## src/rtl/rf_write_arbiter.sv

```systemverilog
// rf_write_arbiter
//
// Write-side front end of the integer register file. Results from the ALU and
// the LSU arrive over valid/ready handshakes, pass through a small in-order
// FIFO, and are drained one per cycle onto the register file's single write
// port. Results that target register 0 are accepted and dropped. A
// pending-register mask tells the issue stage which registers still have a
// buffered write outstanding.
//
// Optional feature (macro RF_WB_BYPASS_EN): when the FIFO is empty and the
// drain is not stalled, an accepted result goes straight to the write port in
// the same cycle instead of being enqueued. Without the macro every result
// passes through the FIFO. Ready logic is the same in both builds.
//
// Parameters:
//   DATA_WIDTH   register data width
//   REG_NUM_BIT  register address width (mask is 2**REG_NUM_BIT bits)
//   DEPTH        FIFO entries, power of two, >= 2
//
// Ports:
//   clk, rst                      clock, synchronous active-high reset
//   alu_valid/alu_ready/alu_rd/alu_data   ALU result handshake
//   lsu_valid/lsu_ready/lsu_rd/lsu_data   LSU result handshake (higher priority)
//   wb_stall                      holds the drain, no write while high
//   wen/waddr/wdata               register file write port
//   pending_mask                  bit i set if a buffered entry targets reg i
//   count                         FIFO occupancy

module rf_write_arbiter #(
  parameter int DATA_WIDTH  = 32,
  parameter int REG_NUM_BIT = 5,
  parameter int DEPTH       = 4
) (
  input  logic                       clk,
  input  logic                       rst,
  input  logic                       alu_valid,
  output logic                       alu_ready,
  input  logic [REG_NUM_BIT-1:0]     alu_rd,
  input  logic [DATA_WIDTH-1:0]      alu_data,
  input  logic                       lsu_valid,
  output logic                       lsu_ready,
  input  logic [REG_NUM_BIT-1:0]     lsu_rd,
  input  logic [DATA_WIDTH-1:0]      lsu_data,
  input  logic                       wb_stall,
  output logic                       wen,
  output logic [REG_NUM_BIT-1:0]     waddr,
  output logic [DATA_WIDTH-1:0]      wdata,
  output logic [2**REG_NUM_BIT-1:0]  pending_mask,
  output logic [$clog2(DEPTH):0]     count
);

  localparam int PW = $clog2(DEPTH);
  localparam int CW = PW + 1;

  logic [REG_NUM_BIT-1:0] ent_rd   [DEPTH];
  logic [DATA_WIDTH-1:0]  ent_data [DEPTH];
  logic [DEPTH-1:0]       ent_valid;
  logic [PW-1:0]          rd_ptr;
  logic [PW-1:0]          wr_ptr;
  logic [CW-1:0]          cnt;

  logic                   not_full;
  logic                   lsu_fire;
  logic                   alu_fire;
  logic [REG_NUM_BIT-1:0] acc_rd;
  logic [DATA_WIDTH-1:0]  acc_data;
  logic                   acc_en;
  logic                   pop;
  logic                   push;
  logic                   bypass;

  // Readiness looks only at occupancy and lsu_valid, so no valid input can
  // combinationally reach its own ready. A pop in the full cycle does not
  // reopen the FIFO until the next cycle.
  assign not_full  = (cnt < CW'(DEPTH));
  assign lsu_ready = not_full;
  assign alu_ready = not_full && !lsu_valid;

  // alu_ready already excludes lsu_valid, so at most one side fires.
  assign lsu_fire = lsu_valid && lsu_ready;
  assign alu_fire = alu_valid && alu_ready;
  assign acc_rd   = lsu_fire ? lsu_rd   : alu_rd;
  assign acc_data = lsu_fire ? lsu_data : alu_data;

  // Results for register 0 complete the handshake but go nowhere.
  assign acc_en = (lsu_fire || alu_fire) && (acc_rd != '0);

  assign pop = (cnt != '0) && !wb_stall;

`ifdef RF_WB_BYPASS_EN
  // Empty queue and open drain: write the new result this cycle.
  assign bypass = acc_en && (cnt == '0) && !wb_stall;
`else
  assign bypass = 1'b0;
`endif

  assign push = acc_en && !bypass;

  // Write port: FIFO head has priority; bypass can only occur when empty.
  assign wen   = pop || bypass;
  assign waddr = pop ? ent_rd[rd_ptr]   : (bypass ? acc_rd   : '0);
  assign wdata = pop ? ent_data[rd_ptr] : (bypass ? acc_data : '0);
  assign count = cnt;

  // Pointer, occupancy and entry-valid bookkeeping. Reset discards every
  // buffered entry. Push and pop never address the same slot in one cycle:
  // a pop needs a non-empty queue and a push needs a non-full one.
  always_ff @(posedge clk) begin
    if (rst) begin
      rd_ptr    <= '0;
      wr_ptr    <= '0;
      cnt       <= '0;
      ent_valid <= '0;
    end else begin
      if (push) begin
        ent_valid[wr_ptr] <= 1'b1;
        wr_ptr            <= wr_ptr + PW'(1);
      end
      if (pop) begin
        ent_valid[rd_ptr] <= 1'b0;
        rd_ptr            <= rd_ptr + PW'(1);
      end
      case ({push, pop})
        2'b10:   cnt <= cnt + CW'(1);
        2'b01:   cnt <= cnt - CW'(1);
        default: cnt <= cnt;
      endcase
    end
  end

  // Entry payload storage; contents are qualified by ent_valid so it needs
  // no reset.
  always_ff @(posedge clk) begin
    if (push) begin
      ent_rd[wr_ptr]   <= acc_rd;
      ent_data[wr_ptr] <= acc_data;
    end
  end

  // Pending mask rebuilt from the live entries every cycle.
  always_comb begin
    pending_mask = '0;
    for (int i = 0; i < DEPTH; i++) begin
      if (ent_valid[i]) pending_mask[ent_rd[i]] = 1'b1;
    end
    pending_mask[0] = 1'b0;
  end

endmodule
```

## config.mk

```make
export PLATFORM = sky130hd
export DESIGN_NAME = rf_write_arbiter
export DESIGN_NICKNAME = d
export VERILOG_FILES = /design/src/rtl/rf_write_arbiter.sv
export SDC_FILE = /design/constraint.sdc
export NUM_CORES = 1
export LEC_CHECK = 0
export ABC_AREA = 1
export BUFFER_PORTS_ARGS = -buffer_cell sky130_fd_sc_hd__buf_2
export CORE_UTILIZATION = 55
export CTS_BUF_LIST = sky130_fd_sc_hd__clkbuf_8 sky130_fd_sc_hd__clkbuf_16
export DETAILED_ROUTE_END_ITERATION = 7
export GPL_TIMING_DRIVEN = 0
export MAX_ROUTING_LAYER = met4
export PLACE_DENSITY = 0.8
export SYNTH_ARGS = -nofsm -noshare
export SYNTH_HDL_FRONTEND = slang
export SYNTH_SLANG_ARGS = --single-unit
```

## constraint.sdc

```tcl
create_clock -name clk -period 2.77 [get_ports clk]
set_clock_uncertainty 0.05 [all_clocks]
set_input_delay 0.831 -clock clk [delete_from_list [all_inputs] [get_ports clk]]
set_output_delay 0.831 -clock clk [all_outputs]
set_load 0.01 [all_outputs]
```

==> results.cfg, run 1 <==
[routing]
ant_nets = 0
drc_errors = 0
vias_per_cell = 5.82
wirelength_mm = 18.9
first_pass_iters = 7
routedWlPerCell_microns = 17.3
vias = 6349
first_iter_violations = 728

[setup_path]
r2r_cells = 15
cp.required_ns = 1.89
path_class = reg -> out
crit_path_top_delay_cell = clkbuf_1
r2r_end = count[2]
reg2reg_slack_ns = 0.28
cp_slowest_stage_delay_ns = 0.40
startpoint_type = flop
cp-end-kind = output pin
crit_chain = inv_2 > clkbuf_1 > o21ai_0 > a21oi_1 > buf_2
r2r_start = count[2]
crit_fanout = 10
worstPathArrival_ns = 1.82

[sta]
max-slew-margin-rel = 0.352
setup_viol = 0
slew_violations = 0
finalSetupTns_ns = 0
fmax_mhz = 370
fin_ws_ns = 0.0645
post-route-period-util = 0.977
hold_viol_final = 0
tightestPinTransition_ns = 0.971
period_needed_ns = 2.71

[grt]
grt_pass1_wl_mm = 29.3
grt_overflow_total = 0
antenna_found_initial = 0
grt_max_degree = 38
grt_usage = 0.273
grt_pass1_vias = 5873

[synthesis]
synthArstFlopShare = 0
synth_nets = 813
synth_edf_count = 148
synth_area_leader_cell = edfxtp_1
synthDistinctLibCells = 31
yosys-top-cells-count = edfxtp_1 (148), nor2_1 (136), o21ai_0 (79)
synth_seq_cells = 161
synth_top_area_frac = 0.573
ys_seq_area_frac = 0.606
synth_area_per_cell_sq_um = 10.7
netlist_instances = 724
synth_top_cells_by_area = edfxtp_1 (57%), nor2_1 (6.6%), o21ai_0 (5.1%)
yosys.cell_count.top_type = edfxtp_1
dominantRegCellSynth = edfxtp_1
syn-cell-area_sq_um = 7760
ys_warn_count = 0

[clocking]
clock_sinks = 161
root_buffer = clkbuf_16
clock_latency_ns = 0.42
clkSlewWorstSetupHoldPaths_ns = 0.06
cts_hold_buf = 0
cts_buffer_depth = 2
cts_htree_levels = 4
cts_tree = built
cts_buffers = 17

[floorplanning]
rows = 43
die_area_sq_um = 14600
io_pins = 154
die_height_microns = 121
start_util = 0.561
core_area_sq_um = 13800
fp.dieW_microns = 121

[outcome]
status = completed

[power]
swShare = 0.360
power_mw = 8.78
vdd_ir_drop_max_mv = 0.485
combPwrFrac = 0.333
switching_power_mw = 3.16
power-per-cell-area_nw_per_um2 = 926
power_frac_seq = 0.400
internal-power_mw = 5.62
p_clk_frac = 0.267
leakage_nw = 3.89

[cells_and_area]
fin_util = 0.686
areaGrowthSynthToFinish_pct = 22.2
drive_gt1_frac = 0.302
nets = 987
n_antenna_cell = 0

[min_path]
worstHoldEndpoint = ent_valid[1]
hold_class = reg -> reg
hold_depth = 2
min_from = ent_valid[1]

[place]
place_congestion = 1.01
dp_hpwl_mm = 12.4
place_ws_ns = -0.218
port_buffers = 152

[flow_run]
drv_cap = 0
==> logic make-up after synthesis <==
kind of cell | synth area share
and+or+nand+nor | 0.122
AOI/OAI and AO/OA | 0.156
DFF | 0.606
buffers and inverters | 0.0513
muxes | 0.0464
adders and majority gates | 0.0171
other | 0.000483
==> final cells by class <==
class                           count  area [sq um]
Tap cell                          180           225
Inverter                           65           244
Fill cell                         971          4340
Multi-Input combinational cell    466          2690
Clock inverter                     15           169
Sequential cell                   161          4710
Timing Repair Buffer              155           808
Buffer                             32           214
Clock buffer                       17           425
==> power by group through the flow <==
stage / registers [mW] / logic, mW / clock network (mW)
after floorplan: 3.50 / 1.79 / 0
after global placement: 3.53 / 2.66 / 0
after detailed placement: 3.53 / 2.77 / 0
after CTS: 3.49 / 2.85 / 2.34
after global routing: 3.55 / 3.23 / 2.45
final: 3.51 / 2.92 / 2.35
==> registers in the layout (all words and copies together) (netlist names), named ones only <==
signal and count:
count 3, ent_data 128, ent_rd 20, ent_valid 4
rd_ptr 2, wr_ptr 2
==> per-stage QoR <==
stage	hold WS [ns]	std cells	area, sq um
floorplan	0.414	724	7760
CTS	0.448	1091	9430
finish	0.451	1091	9490
detailed placement	0.438	1058	8790
global route	0.494	1091	9490
global placement	0.431	1056	8750
==> worst max path at each step <==
stage | startpoint | end | cells past startpoint
2_1_floorplan | lsu_valid | ent_data[0][0] | 6
3_3_place_gp | lsu_valid | ent_data[3][16] | 9
3_5_place_dp | wb_stall | wdata[28] | 7
4_1_cts | flop | wdata[12] | 6
5_1_grt | flop | wdata[9] | 5
6_report | flop | wdata[12] | 5
==> layout by cell type (no fill, tap or decap), types with 3 or more instances in the layout <==
| master | Yosys | final |
|---|---|---|
| inv_2 | 4 | 8 |
| a21oi_1 | 60 | 57 |
| buf_6 | 2 | 4 |
| mux2_2 | 32 | 32 |
| nor2_1 | 136 | 135 |
| clkbuf_16 | 0 | 17 |
| nand3_1 | 58 | 58 |
| buf_2 | 12 | 161 |
| ha_1 | 9 | 9 |
| edfxtp_1 | 148 | 148 |
| o21ai_0 | 79 | 78 |
| a22oi_1 | 27 | 27 |
| clkbuf_2 | 0 | 6 |
| o221ai_1 | 30 | 30 |
| buf_4 | 1 | 5 |
| a21oi_2 | 0 | 3 |
| dfxtp_1 | 13 | 9 |
| nand2_1 | 18 | 18 |
| o22a_1 | 3 | 3 |
| clkbuf_4 | 0 | 8 |
| inv_6 | 0 | 7 |
| inv_1 | 60 | 56 |
| dfxtp_2 | 0 | 4 |
| nand2_2 | 3 | 3 |
==> worst max-delay path, delay by kind of cell, from the launching register on <==
kind / cells / cell delay, ns
compound gates: 2 / 0.44
buf+inv: 3 / 0.62
flops: 1 / 0.34
==> per-layer routing <==
metal / share of wire / up-vias / GRT usage
met5: 0 / - / -
met4: 0.021 / 0 / 0.118
met3: 0.086 / 43 / 0.0429
met2: 0.50 / 340 / 0.453
met1: 0.39 / 2976 / 0.333
li1: - / 2990 / -
==> timing repair <==
item                       CTS  global route
pin swaps                    1             2
resized for setup           21            29
setup endpoints to repair   37            36
setup buffers                1             0
No activity file was read; power rests on OpenSTA's default activity.
==> run 2, diff against run 1 <==
- SETUP_SLACK_MARGIN: default -> 0.2
- TNS_END_PERCENT: default -> 1
- clock period: 2.77 -> 2.95 ns (I/O delays scaled with it)
==> results.cfg, run 2 (same netlist as run 1, synthesis figures left out) <==
[sta]
period_needed_ns = 2.79
tightestPinTransition_ns = 0.964
finalSetupTns_ns = 0
post-route-period-util = 0.946
fmax_mhz = 358
rsz0062_at_grt = yes
setup_viol = 0
fin_hold_ws_ns = 0.451
slew_violations = 0
hold_viol_final = 0
max-slew-margin-rel = 0.356

[place]
place_congestion = 1.01
port_buffers = 152
dp_hpwl_mm = 12.4

[routing]
drc_errors = 0
wirelength_mm = 19.0
vias_per_cell = 5.82
ant_nets = 0
vias = 6348
first_iter_violations = 658
first_pass_iters = 6
routedWlPerCell_microns = 17.4

[power]
power-per-cell-area_nw_per_um2 = 872
vdd_ir_drop_max_mv = 0.457
power_mw = 8.31
leakage_nw = 3.90

[flow_run]
drv_cap = 0

[setup_path]
crit_fanout = 10
worstPathArrival_ns = 1.85
startpoint_type = flop
crit_path_top_delay_cell = o21ai_0
path_class = reg -> out
cp_slowest_stage_delay_ns = 0.37
cp-end-kind = output pin
crit_chain = inv_2 > buf_4 > clkbuf_4 > o21ai_0 > a21oi_2 > buf_2
cp.required_ns = 2.02

[clocking]
cts_buffer_depth = 2
clock_latency_ns = 0.42
cts_tree = built
cts_htree_levels = 4
cts_hold_buf = 0
cts_buffers = 17
root_buffer = clkbuf_16
clock_sinks = 161
clkSlewWorstSetupHoldPaths_ns = 0.06

[cells_and_area]
n_antenna_cell = 0
largest-register = ent_data
final_common_cell = buf_2
drive_gt1_frac = 0.306
nets = 987
largest_reg_flops = 128
areaGrowthSynthToFinish_pct = 22.8
final_cell_mix = buf_2 (159), edfxtp_1 (148), nor2_1 (135)
nFillCells = 970
largestRegisters = ent_data x128, ent_rd x20, ent_valid x4

[grt]
grt_pass1_vias = 5866
grt_max_degree = 38
grt_usage = 0.273
antenna_found_initial = 0
grt_pass1_wl_mm = 29.4
grt_overflow_total = 0

[floorplanning]
io_pins = 154
start_util = 0.561
core_area_sq_um = 13800
die_area_sq_um = 14600
fp.dieW_microns = 121
die_height_microns = 121
rows = 43

[outcome]
status = completed

[min_path]
hold_class = reg -> reg
-- run 2: cell type report --
class	count	area, sq um	area share
clock inverter	15	169	0.0177
clock buffer	17	425	0.0446
buffer	32	241	0.0253
timing repair buffer	155	808	0.0848
multi-input combinational	466	2710	0.284
tap	180	225	0.0236
inverter	65	244	0.0256
sequential	161	4710	0.494
-- run 2: path summary, 6_finish.rpt --
| check | startpoint | endpoint | slack, ns | depth (start not counted) |
|---|---|---|---|---|
| setup / recovery | flop | wdata[29] | 0.16 | 6 |
| hold / removal | ent_valid[1] | ent_valid[1] | 0.45 | 2 |
| setup reg to reg | count[2] | count[2] | 0.49 | 15 |
| hold reg to reg | ent_valid[1] | ent_valid[1] | 0.45 | 2 |
-- run 2: power breakdown --
part | switching (mW) | internal [mW]
Sequential | 0.202 | 3.09
Combinational | 1.86 | 0.951
Clock | 0.940 | 1.27
Total | 3.00 | 5.31
-- run 2: through the flow --
stage / setup slack, ns / cell area (sq um) / cells / util
after floorplan: 0.244 / 7760 / 724 / -
after global placement: -0.588 / 8750 / 1056 / 0.633
after detailed placement: -0.146 / 8790 / 1058 / 0.636
after CTS: 0.187 / 9460 / 1091 / 0.684
after global routing: 0.126 / 9530 / 1091 / 0.689
final: 0.160 / 9530 / 1091 / 0.689
-- run 2: timing repair --
| action | CTS | global route |
|---|---|---|
| hold endpoints to repair | 0 | 0 |
| setup endpoints to repair | 37 | 43 |
| buffers inserted | 1 | 0 |
| pin swaps | 1 | 3 |
| resized for setup | 30 | 32 |
-- run 2: metal layers --
layer  up-vias  GRT usage  part of all wire
met1      2951      0.335              0.40
li1       2988          -                 -
met2       371      0.452              0.50
met3        38     0.0439             0.087
met4         0      0.117             0.019
met5         -          -                 0
-- run 2: critical path, delay by kind of cell (launching register included) --
family | cells | cell delay, ns
AO/OA/AOI/OAI | 2 | 0.49
buffers and inverters | 4 | 0.58
flip-flops | 1 | 0.36
==> run 3, diff against run 2 <==
--- a/config.mk
+++ b/config.mk
@@ -7,3 +7,2 @@
 export LEC_CHECK = 0
-export ABC_AREA = 1
 export BUFFER_PORTS_ARGS = -buffer_cell sky130_fd_sc_hd__buf_2
--- a/constraint.sdc
+++ b/constraint.sdc
@@ -4,2 +4,2 @@
 set_output_delay 0.885 -clock clk [all_outputs]
-set_load 0.01 [all_outputs]
+set_load 0.05 [all_outputs]
==> results.cfg, run 3 <==
[routing]
ant_nets = 0
vias = 6151
first_iter_violations = 600
vias_per_cell = 6.22
wirelength_mm = 23.1
drc_errors = 0
routedWlPerCell_microns = 23.3
first_pass_iters = 5

[cells_and_area]
final_cell_mix = edfxtp_1 (148), nand2_1 (121), buf_2 (88)
nFillCells = 796
largest_reg_flops = 128
nets = 886
postLayoutCellArea_sq_um = 10800
n_antenna_cell = 0
drive_gt1_frac = 0.459
fin_cells = 989
largest-register = ent_data
final_common_cell = edfxtp_1
largestRegisters = ent_data x128, ent_rd x20, ent_valid x4
multi_input_area_sq_um = 3250
seqCellArea_sq_um = 4710
areaGrowthSynthToFinish_pct = 38.0

[synthesis]
yosys.cell_count.top_type = edfxtp_1
synthDistinctLibCells = 44
synthMuxAreaShare = 0.109
ys_seq_area_frac = 0.602
synth_top_family_by_area = simple AND/OR/NAND/NOR gates
synthAdderAreaFrac = 0.0170
synth_top_cells_by_area = edfxtp_1 (57%), mux4_2 (11%), nand2_1 (5.9%)
synthSimpleGateAreaFrac = 0.166
synth_xor_area_frac = 0.00336
syn-cell-area_sq_um = 7810
synth_area_leader_cell = edfxtp_1
synth_seq_cells = 161
yosys-top-cells-count = edfxtp_1 (148), nand2_1 (123), and2_1 (42)
synth_compound_area_frac = 0.0730
synth_top_area_frac = 0.569
netlist_instances = 600
synthArstFlopShare = 0
synth_area_per_cell_sq_um = 13.0
dominantRegCellSynth = edfxtp_1
synth_edf_count = 148
ys_warn_count = 0
synth_nets = 689

[clocking]
clkSlewWorstSetupHoldPaths_ns = 0.06
cts_buffers = 17
cts_tree = built
clock_latency_ns = 0.42
cts_buffer_depth = 2
cts_htree_levels = 4
clock_sinks = 161
root_buffer = clkbuf_16

[sta]
post-route-period-util = 0.987
fin_hold_ws_ns = 0.494
tightestPinTransition_ns = 0.714
setup_viol = 0
hold_viol_final = 0
slew_violations = 0
rsz0062_at_grt = yes
max-slew-margin-rel = 0.524
fmax_mhz = 343
period_needed_ns = 2.91

[place]
dp_hpwl_mm = 14.9
placed_area_sq_um = 8900
place_congestion = 0.940
port_buffers = 152
place_inst = 936

[setup_path]
path_class = reg -> out
cp-end-kind = output pin
crit_chain = nor3b_4 > a32oi_1 > o221ai_2 > buf_6
cp.required_ns = 2.02
worstPathArrival_ns = 1.98
crit_path_top_delay_cell = edfxtp_1
crit_fanout = 8
cp_slowest_stage_delay_ns = 0.52
startpoint_type = flop

[min_path]
hold_class = reg -> reg

[grt]
antenna_found_initial = 0
grt_usage = 0.324
grt_max_degree = 30
grt_overflow_total = 0
grt_pass1_wl_mm = 33.4
grt_pass1_vias = 6027

[outcome]
status = completed

[power]
power_mw = 10.0
power-per-cell-area_nw_per_um2 = 929
vdd_ir_drop_max_mv = 0.764
leakage_nw = 4.14

[floorplanning]
core_area_sq_um = 13900
rows = 43
start_util = 0.563
io_pins = 154
die_height_microns = 121
fp.dieW_microns = 121
die_area_sq_um = 14700

[flow_run]
drv_cap = 0
run 3: changes by cell type in the layout (fill, tap and decap cells not counted), sizes merged, moves of 42 or more:
| cell | change |
|---|---|
| o21ai | -78 |
| nor2 | -105 |
| a21oi | -47 |
| and2 | +42 |
| inv | -56 |
| nand3 | -52 |
| nand2 | +100 |
run 3: worst paths after layout:
check	from	endpoint	slack, ns	depth (start not counted)
max	ent_rd[0][0]	pending_mask[8]	0.04	4
min	wr_ptr[1]	wr_ptr[1]	0.49	2
max reg2reg	count[2]	count[2]	0.39	11
min reg2reg	wr_ptr[1]	wr_ptr[1]	0.49	2
run 3: through the flow:
stage	setup WS (ns)	TNS [ns]	utilization
6_report	0.0380	0	0.776
5_1_grt	-0.0293	-0.0775	0.776
4_1_cts	0.0524	0	0.730
3_5_place_dp	-0.306	-7.22	0.641
3_3_place_gp	-0.958	-144.40	0.635
2_1_floorplan	-0.0311	-0.0311	-
run 3: worst max-delay path, delay by kind of cell (launching register included):
family	cells	cell delay, ns
AOI/OAI and AO/OA	2	0.35
buffers and inverters	1	0.20
and+or+nand+nor	1	0.49
DFF	1	0.52
run 3: routing by layer:
layer	up-vias	wire length, microns	GRT usage
met5	-	0	-
met4	0	618	0.128
met3	58	1630	0.0653
met2	357	12000	0.534
met1	3071	8770	0.394
li1	2665	-	-
run 3: final cells by class:
cell class	instances	share of cell area
sequential	161	0.437
clock buffer	17	0.0395
buffer	36	0.0324
timing repair buffer	178	0.149
multi-input combinational	390	0.301
tap	180	0.0209
clock inverter	14	0.0153
inverter	13	0.00453
run 3: what timing repair did:
item,CTS,global route
buffers inserted,19,2
gates cloned,1,0
gates resized for setup,146,218
setup endpoints to repair,70,70
pin swaps,6,48
hold buffers,0,0
run 3: kinds of logic (layout without fill, tap and decap cells):
group,count (synthesis),in the layout
flops,161,161
other cells,1,1
compound gates,75,75
fa+ha+maj,10,10
simple gates,262,262
mux,39,39
buf+inv,49,258
xor+xnor,3,3
run 3: where the power goes:
group	total, mW	internal [mW]	switching (mW)	leakage (nW)
Clock	2.21	1.33	0.883	0.291
Combinational	4.38	1.91	2.47	2.36
Sequential	3.43	3.17	0.251	1.49
Total	10.0	6.41	3.60	4.14
